### src/rtl/riscv_br_pkg.sv
// Shared definitions for the branch resolution slice: funct3 codes,
// shared-ALU op encodings and the controller state enum.
package riscv_br_pkg;

  localparam logic [2:0] F3_BEQ  = 3'b000;
  localparam logic [2:0] F3_BNE  = 3'b001;
  localparam logic [2:0] F3_BLT  = 3'b100;
  localparam logic [2:0] F3_BGE  = 3'b101;
  localparam logic [2:0] F3_BLTU = 3'b110;
  localparam logic [2:0] F3_BGEU = 3'b111;

  localparam logic [3:0] ALU_OP_NONE = 4'h0;
  localparam logic [3:0] ALU_OP_SUB  = 4'h1;
  localparam logic [3:0] ALU_OP_SLT  = 4'h2;
  localparam logic [3:0] ALU_OP_SLTU = 4'h3;

  typedef enum logic [2:0] {
    ST_IDLE,
    ST_ARB,
    ST_EVAL,
    ST_RESOLVE,
    ST_REDIRECT
  } br_state_e;

  // 010 and 011 are the two reserved branch encodings
  function automatic logic f3_reserved(input logic [2:0] f3);
    return (f3 == 3'b010) || (f3 == 3'b011);
  endfunction

  // ALU operation that produces the compare result for a given funct3
  function automatic logic [3:0] alu_op_for(input logic [2:0] f3);
    case (f3)
      F3_BEQ, F3_BNE:   return ALU_OP_SUB;
      F3_BLT, F3_BGE:   return ALU_OP_SLT;
      F3_BLTU, F3_BGEU: return ALU_OP_SLTU;
      default:          return ALU_OP_NONE;
    endcase
  endfunction

endpackage

### src/rtl/br_cond_eval.sv
// Combinational branch condition: interprets the shared-ALU result for
// the latched funct3 and flags reserved encodings.
module br_cond_eval
  import riscv_br_pkg::*;
#(
  parameter int XLEN = 32
) (
  input  logic [2:0]      funct3,
  input  logic [XLEN-1:0] alu_result,
  output logic            taken,
  output logic            illegal
);

  logic is_zero;

  assign is_zero = (alu_result == '0);

  // SUB result zero means equal; SLT/SLTU result nonzero means less-than
  always_comb begin
    taken   = 1'b0;
    illegal = 1'b0;
    case (funct3)
      F3_BEQ:           taken = is_zero;
      F3_BNE:           taken = !is_zero;
      F3_BLT, F3_BLTU:  taken = !is_zero;
      F3_BGE, F3_BGEU:  taken = is_zero;
      default:          illegal = 1'b1;
    endcase
  end

endmodule

### src/rtl/branch_resolve_ctrl.sv
// Branch resolution controller: accepts one branch from decode, borrows
// the shared ALU for the compare, resolves the outcome and drives a
// held PC redirect plus flush to fetch on mispredict.
module branch_resolve_ctrl
  import riscv_br_pkg::*;
#(
  parameter int XLEN  = 32,
  parameter int CNT_W = 16
) (
  input  logic             clk,
  input  logic             rst_n,
  input  logic             br_valid,
  output logic             br_ready,
  input  logic [2:0]       br_funct3,
  input  logic [XLEN-1:0]  br_pc,
  input  logic [XLEN-1:0]  br_imm,
  input  logic             br_pred_taken,
  output logic             alu_req,
  input  logic             alu_gnt,
  output logic [3:0]       alu_op,
  input  logic [XLEN-1:0]  alu_result,
  output logic             redirect_valid,
  output logic [XLEN-1:0]  redirect_pc,
  input  logic             redirect_ack,
  output logic             flush,
  output logic             resolve_valid,
  output logic             resolve_taken,
  output logic             illegal_br,
  output logic [CNT_W-1:0] mispredict_cnt
);

  br_state_e        state_q, state_d;
  logic [2:0]       f3_q;
  logic [XLEN-1:0]  pc_q;
  logic [XLEN-1:0]  imm_q;
  logic             pred_q;
  logic             taken_q;
  logic [CNT_W-1:0] cnt_q;

  logic             eval_taken;
  logic             eval_illegal;
  logic             accept;
  logic             mispredict;

  assign accept     = (state_q == ST_IDLE) && br_valid;
  assign mispredict = (taken_q != pred_q);

  br_cond_eval #(
    .XLEN (XLEN)
  ) u_cond (
    .funct3     (f3_q),
    .alu_result (alu_result),
    .taken      (eval_taken),
    .illegal    (eval_illegal)
  );

  // State register
  always_ff @(posedge clk or negedge rst_n) begin
    if (!rst_n) state_q <= ST_IDLE;
    else        state_q <= state_d;
  end

  // Latched branch fields, resolved outcome and mispredict counter
  always_ff @(posedge clk or negedge rst_n) begin
    if (!rst_n) begin
      f3_q    <= '0;
      pc_q    <= '0;
      imm_q   <= '0;
      pred_q  <= 1'b0;
      taken_q <= 1'b0;
      cnt_q   <= '0;
    end else begin
      if (accept) begin
        f3_q    <= br_funct3;
        pc_q    <= br_pc;
        imm_q   <= br_imm;
        pred_q  <= br_pred_taken;
        taken_q <= 1'b0;
      end
      if (state_q == ST_EVAL) taken_q <= eval_taken;
      if ((state_q == ST_RESOLVE) && mispredict && (cnt_q != '1))
        cnt_q <= cnt_q + CNT_W'(1);
    end
  end

  // Next-state and output decode
  always_comb begin
    state_d        = state_q;
    br_ready       = 1'b0;
    alu_req        = 1'b0;
    alu_op         = ALU_OP_NONE;
    redirect_valid = 1'b0;
    redirect_pc    = '0;
    flush          = 1'b0;
    resolve_valid  = 1'b0;
    resolve_taken  = 1'b0;
    illegal_br     = 1'b0;
    case (state_q)
      ST_IDLE: begin
        br_ready = 1'b1;
        if (br_valid) state_d = f3_reserved(br_funct3) ? ST_RESOLVE : ST_ARB;
      end
      ST_ARB: begin
        alu_req = 1'b1;
        alu_op  = alu_op_for(f3_q);
        if (alu_gnt) state_d = ST_EVAL;
      end
      ST_EVAL: begin
        state_d = ST_RESOLVE;
      end
      ST_RESOLVE: begin
        resolve_valid = 1'b1;
        resolve_taken = taken_q;
        illegal_br    = eval_illegal;
        state_d       = mispredict ? ST_REDIRECT : ST_IDLE;
      end
      ST_REDIRECT: begin
        redirect_valid = 1'b1;
        flush          = 1'b1;
        redirect_pc    = pc_q + (taken_q ? imm_q : XLEN'(4));
        if (redirect_ack) state_d = ST_IDLE;
      end
      default: state_d = ST_IDLE;
    endcase
  end

  assign mispredict_cnt = cnt_q;

endmodule

### config.mk
export PLATFORM = sky130hd
export DESIGN_NAME = branch_resolve_ctrl
export DESIGN_NICKNAME = d
export VERILOG_FILES = /design/src/rtl/riscv_br_pkg.sv /design/src/rtl/br_cond_eval.sv /design/src/rtl/branch_resolve_ctrl.sv
export SDC_FILE = /design/constraint.sdc
export NUM_CORES = 1
export LEC_CHECK = 0
export CAP_MARGIN = 20
export CORE_MARGIN = 8
export CORE_UTILIZATION = 30
export DETAILED_ROUTE_END_ITERATION = 7
export PLACE_DENSITY = 0.66
export SETUP_SLACK_MARGIN = 0.05
export SYNTH_ARGS = -nofsm -noshare
export SYNTH_HDL_FRONTEND = slang
export SYNTH_SLANG_ARGS = --single-unit
### constraint.sdc
create_clock -name clk -period 2.8 [get_ports clk]
set_clock_uncertainty 0.1 [all_clocks]
set_input_delay 0.28 -clock clk [delete_from_list [all_inputs] [get_ports clk]]
set_output_delay 0.28 -clock clk [all_outputs]
set_load 0.01 [all_outputs]
After elaboration in Yosys (flattened, before gate mapping)
Cells that the tools add are included.
{"block": "op_classes", "addsub": 2, "mul": 0, "mux": 20, "n_reduce_logical": 16, "shifts": 0, "bitwise_logic": 0, "order_cmp": 0, "div": 0, "n_eq_ne": 16}
{"operator": "$mux W32", "count": 2}
{"operator": "$add A32 B32 Y32", "count": 1}
{"operator": "$logic_not A32 Y1", "count": 1}
{"operator": "$add A16 B1 Y16 const B", "count": 1}
{"operator": "$ne A16 B16 Y1 const B", "count": 1}
{"operator": "$eq A3 B3 Y1 const B", "count": 5}
{"operator": "$pmux W3 S5", "count": 1}
{"operator": "$eq A3 B2 Y1 const B", "count": 4}
{"operator": "$mux W3", "count": 4}
{"operator": "$mux W1", "count": 9}
{"operator": "$eq A3 B1 Y1 const B", "count": 2}
{"operator": "$logic_not A3 Y1", "count": 2}
{"operator": "$ne A2 B2 Y1 const B", "count": 3}
{"operator": "$pmux W2 S3", "count": 1}
{"operator": "$reduce_or A2 Y1", "count": 3}
{"operator": "$reduce_or A3 Y1", "count": 2}
{"operator": "$reduce_or A6 Y1", "count": 1}
{"operator": "$mux W2", "count": 2}
{"operator": "$logic_and A1 B1 Y1", "count": 3}
{"operator": "$reduce_and A3 Y1", "count": 1}
{"operator": "$pmux W1 S2", "count": 1}
{"operator": "$reduce_bool A2 Y1", "count": 1}
{"operator": "$logic_not A1 Y1", "count": 1}
{"operator": "$logic_or A1 B1 Y1", "count": 1}
{"operator": "$ne A1 B1 Y1", "count": 1}
{"block": "word_totals", "register_bits": 88, "latchBits": 0, "out_inout_bits": 59, "elab_cells": 61, "mem_count": 0, "rom_bits": 0, "ram_bits": 0, "input_bits": 105}

Longest topological paths before layout
{"block": "depth", "depth_word": 5, "mapped_depth": 13, "depth_no_buf": 11}

Cells and area by module
A second synthesis with hierarchy kept.
{"block": "unflattened", "hier_cells": 595, "hier_area_um2": 5873.1}
{"module": "branch_resolve_ctrl", "area_each_um2": 5770.5, "n_inst": 1, "seq_area_each_um2": 2202.1, "cells_each": 580}
{"module": "br_cond_eval", "area_each_um2": 102.6, "n_inst": 1, "seq_area_each_um2": 0.0, "cells_each": 15}

Least setup slack after synthesis
Ideal clock, no wire load.
{"block": "synth_path", "path_type": "register to output", "startpoint": "reg taken_q", "endpoint": "out redirect_pc[26]", "slack_ns": -0.371, "path_stages_with_launch": 13, "arrival_time_ns": 2.791, "t_required_ns": 2.420, "path_buffers": 2, "path_cell_list": "dfrtp_1 -> clkbuf_1 -> clkbuf_1 -> and2_1 -> ha_1 -> inv_1 -> fa_1 -> nor2b_1 -> o2111ai_1 -> a31oi_1 -> nand3b_1 -> a31oi_1 -> o311ai_0"}
{"block": "synth_via", "elab_chain_len": 3}
{"item": "start: declaration", "line_no": "branch_resolve_ctrl.sv:37", "rtl": "logic taken_q;"}
{"item": "start signal: assignment", "line_no": "branch_resolve_ctrl.sv:80", "rtl": "if (state_q == ST_EVAL) taken_q <= eval_taken;"}
{"item": "$mux W32", "line_no": "branch_resolve_ctrl.sv:120", "rtl": "redirect_pc = pc_q + (taken_q ? imm_q : XLEN'(4));"}
{"item": "$add A32 B32 Y32", "line_no": "branch_resolve_ctrl.sv:120"}
{"item": "$mux W32", "line_no": "branch_resolve_ctrl.sv:98", "rtl": "case (state_q)"}
{"item": "end: declaration", "line_no": "branch_resolve_ctrl.sv:23", "rtl": "output logic [XLEN-1:0] redirect_pc,"}
No other way between the ends.

Worst setup path after layout
Same ends and word-level chain as after synthesis.

==> results.md <==
- Number of global-route vias before repair: 5,673
- Run status: complete, but fails checks
- # clock sinks: 88
- GRT Util Overall: approximately 15%
- Core box area: 18,800 sq um
- Syn Inst Count: 571
- Layout cell share with drive strength beyond 1: 41.0%
- WP data required: ~2400 ps
- RSZ-0062 raised after global routing: true
- Final Hold Viols: 0
- Failing checks: setup timing
- CP Class: flip-flop to primary output
- Clock Path Buffers: 2
- Root buffer cell: clkbuf_16
- TritonCTS clock tree: done
- CP max stage cell: dfrtp_2
- Dpl cells: 1,044
- Avg Cell Area, Syn: 10.1 sq um
- GPL Wtd Cong: 0.842
- Worst setup EP type: primary output
- Max VDD drop: 0.448 mV
- Min-delay worst type: input pin to async pin
- Max-cap viol count: 0
- DR vias/cell: 4.93
- Most frequent cells in the layout: 130 x clkdlybuf4s50_1, 107 x buf_4, 87 x dfrtp_1, 68 x mux2_2, 39 x nand2_1
- # DRC: 0
- Max Clk Rate: 291 MHz
- Relative slew margins: between 60% and 70%
- DP HPWL: 13,400 um
- Commonest non-fill, non-tap cell in the layout: clkdlybuf4s50_1
- Synthesized flop and latch total: 88
- Pwr dens: 1020 nW/um^2
- Initial Utilization: 30.6%
- Pin count of the biggest net entering global routing: 71
- Worst-margin pin slew: 521 ps
- Final setup viols: 26
- Largest fanout on the critical path: 6
- P&R area growth vs syn: 64.7%
- Yosys cell types: between 60 and 70
- Die ar.: 23,800 sq um
- Clock buffer count from CTS: 9
- DRT Pass-1 Iters: 4
- Final Cycle Share: 123%
- EDFF count, synth: 0
- Ys flop type: dfrtp_1
- Num ports: 164
- Place WS: -739 ps
- Syn. warnings: 0
- Arrival @ worst endpoint: 3060 ps
- Max Slew Vio Count: 0
- Chip width: 154 um
- Initial antenna violation count: 1
- Share of the synthesized area in the top cell type: approximately two fifths
- Clk_lat worst skew: 360 ps
- Cell taking the most area after synthesis: dfrtp_1
- Power Total: about 9.7 mW
- Chip height: about 150 um
- Lkg Pwr: 4.05 nW
- Worst setup margin: -641 ps
- Fraction of registers with async set/reset: 100%
- 1st-iter DRT viols: between 300 and 400
- First-pass GRT wire length: 29,200 um
- Ant. Diodes: 0
- Nets: 982
- Core Rows: 50
- Final ANT Viol Nets: 0
- Min cycle time layout: 3440 ps
- Final wirelength: 18,100 um
- GR Overflow Total: 0
- Seq/Total Area, Yosys: 38.3%
- Finished Layout Cells: between 1,000 and 1,500
- Startpoint types: flip-flop
- Average routed wire per standard cell: 16.7 um
- # fillers: 1,697
- WHS: approximately 340 ps
- H-tree Lvls: 3
- Routed via count: between 5,000 and 6,000
- CP Cell Sequence: buf_12 -> buf_16 -> and2_4 -> ha_4 -> buf_6 -> nand4_1 -> a31oi_2 -> nand3b_1 -> a31oi_4 -> o21ai_2 -> o311ai_4 -> buf_4 -> dlygate4sd2_1
- Port Buffers: 161
- Synth area leaders: dfrtp_1 38%, mux2_2 13%, ha_1 7.0%
- Mapped Area: 5750 sq um
- Worst-path clk slew: 70 ps
- Critical Path Max Stage Delay: 450 ps
per-layer routing:
metal	vias to the layer above	global-route usage, %	wire (um)
met4	2	5.27	265
met3	17	4.10	1070
met1	2548	18.2	7960
met2	136	25.7	8810
li1	2634	-	-
met5	-	0	13
critical path, delay by kind of cell (launching register included):
kind / cells / cell delay [ps]
buffers and inverters: 5 / 790
AOI/OAI and AO/OA: 4 / 700
and+or+nand+nor: 3 / 480
DFF: 1 / 450
adders and majority gates: 1 / 270
layout make-up:
class | count | area, sq um | share of cell area [%]
multi-input combinational | 451 | 4090 | 43.2
timing repair buffer | 284 | 2540 | 26.8
sequential | 88 | 2200 | 23.3
tap | 234 | 293 | 3.09
clock buffer | 9 | 225 | 2.38
clock inverter | 7 | 77.6 | 0.820
inverter | 10 | 37.5 | 0.397
stage by stage:
stage	area, sq um	setup TNS [ps]	util (%)
final	9470	-12220	50.4
after global routing	9470	-16310	50.4
after CTS	9300	-13220	49.5
after detailed placement	8510	-12920	45.3
after global placement	8510	-12390	45.3
after floorplan	5960	-71.4	-
cell families (layout without fill, tap and decap cells):
kind of cell | after synthesis | after routing | synth area share, %
adder cells (fa/ha/maj) | 33 | 33 | 7.31
XOR/XNOR | 32 | 32 | 4.88
other | 1 | 2 | 0.0652
AND/OR/NAND/NOR | 195 | 195 | 18.2
multiplexers | 72 | 72 | 14.0
AO/OA/AOI/OAI | 117 | 117 | 14.6
buffers and inverters | 33 | 310 | 2.57
flip-flops | 88 | 88 | 38.3
power breakdown:
part / switching (mW) / leakage [nW] / internal [mW]
logic: 2.77 / 2.83 / 3.38
registers: 0.459 / 1.07 / 1.84
clock network: 0.548 / 0.147 / 0.701
total: 3.78 / 4.05 / 5.92
registers in the layout (all words and copies together) (netlist names):
signal,count
f3_q,3
imm_q,32
mispredict_cnt,16
pc_q,32
pred_q,1
state_q,3
taken_q,1
final timing paths:
| kind | from | slack (ps) | endpoint | cells past startpoint |
|---|---|---|---|---|
| max | taken_q | -640 | redirect_pc[26] | 13 |
| min | rst_n | 340 | pc_q[22] | 2 |
| max reg2reg | mispredict_cnt[6] | 640 | mispredict_cnt[12] | 6 |
| min reg2reg | imm_q[30] | 400 | imm_q[30] | 1 |
| max in group asynchronous | rst_n | 1590 | taken_q | 3 |
| min in group clk | redirect_ack | 390 | state_q[2] | 2 |
synthesized netlist by cell type (all sizes together) (13+ instances only):
master,number
a21oi,27
xnor2,21
o21ai,24
ha,32
nor2,34
nand2,45
a21o,15
dfrtp,88
nor3,18
buf,13
and2,34
mux2,68
timing repair:
item / CTS / global route
pin swaps: 43 / 14
setup endpoints to repair: 30 / 29
cloned: 2 / 0
hold endpoints to repair: 36 / 0
setup buffers: 15 / 5
gates resized for setup: 187 / 36
hold buffers: 1 / 0
(Power assumes the default switching activity.)
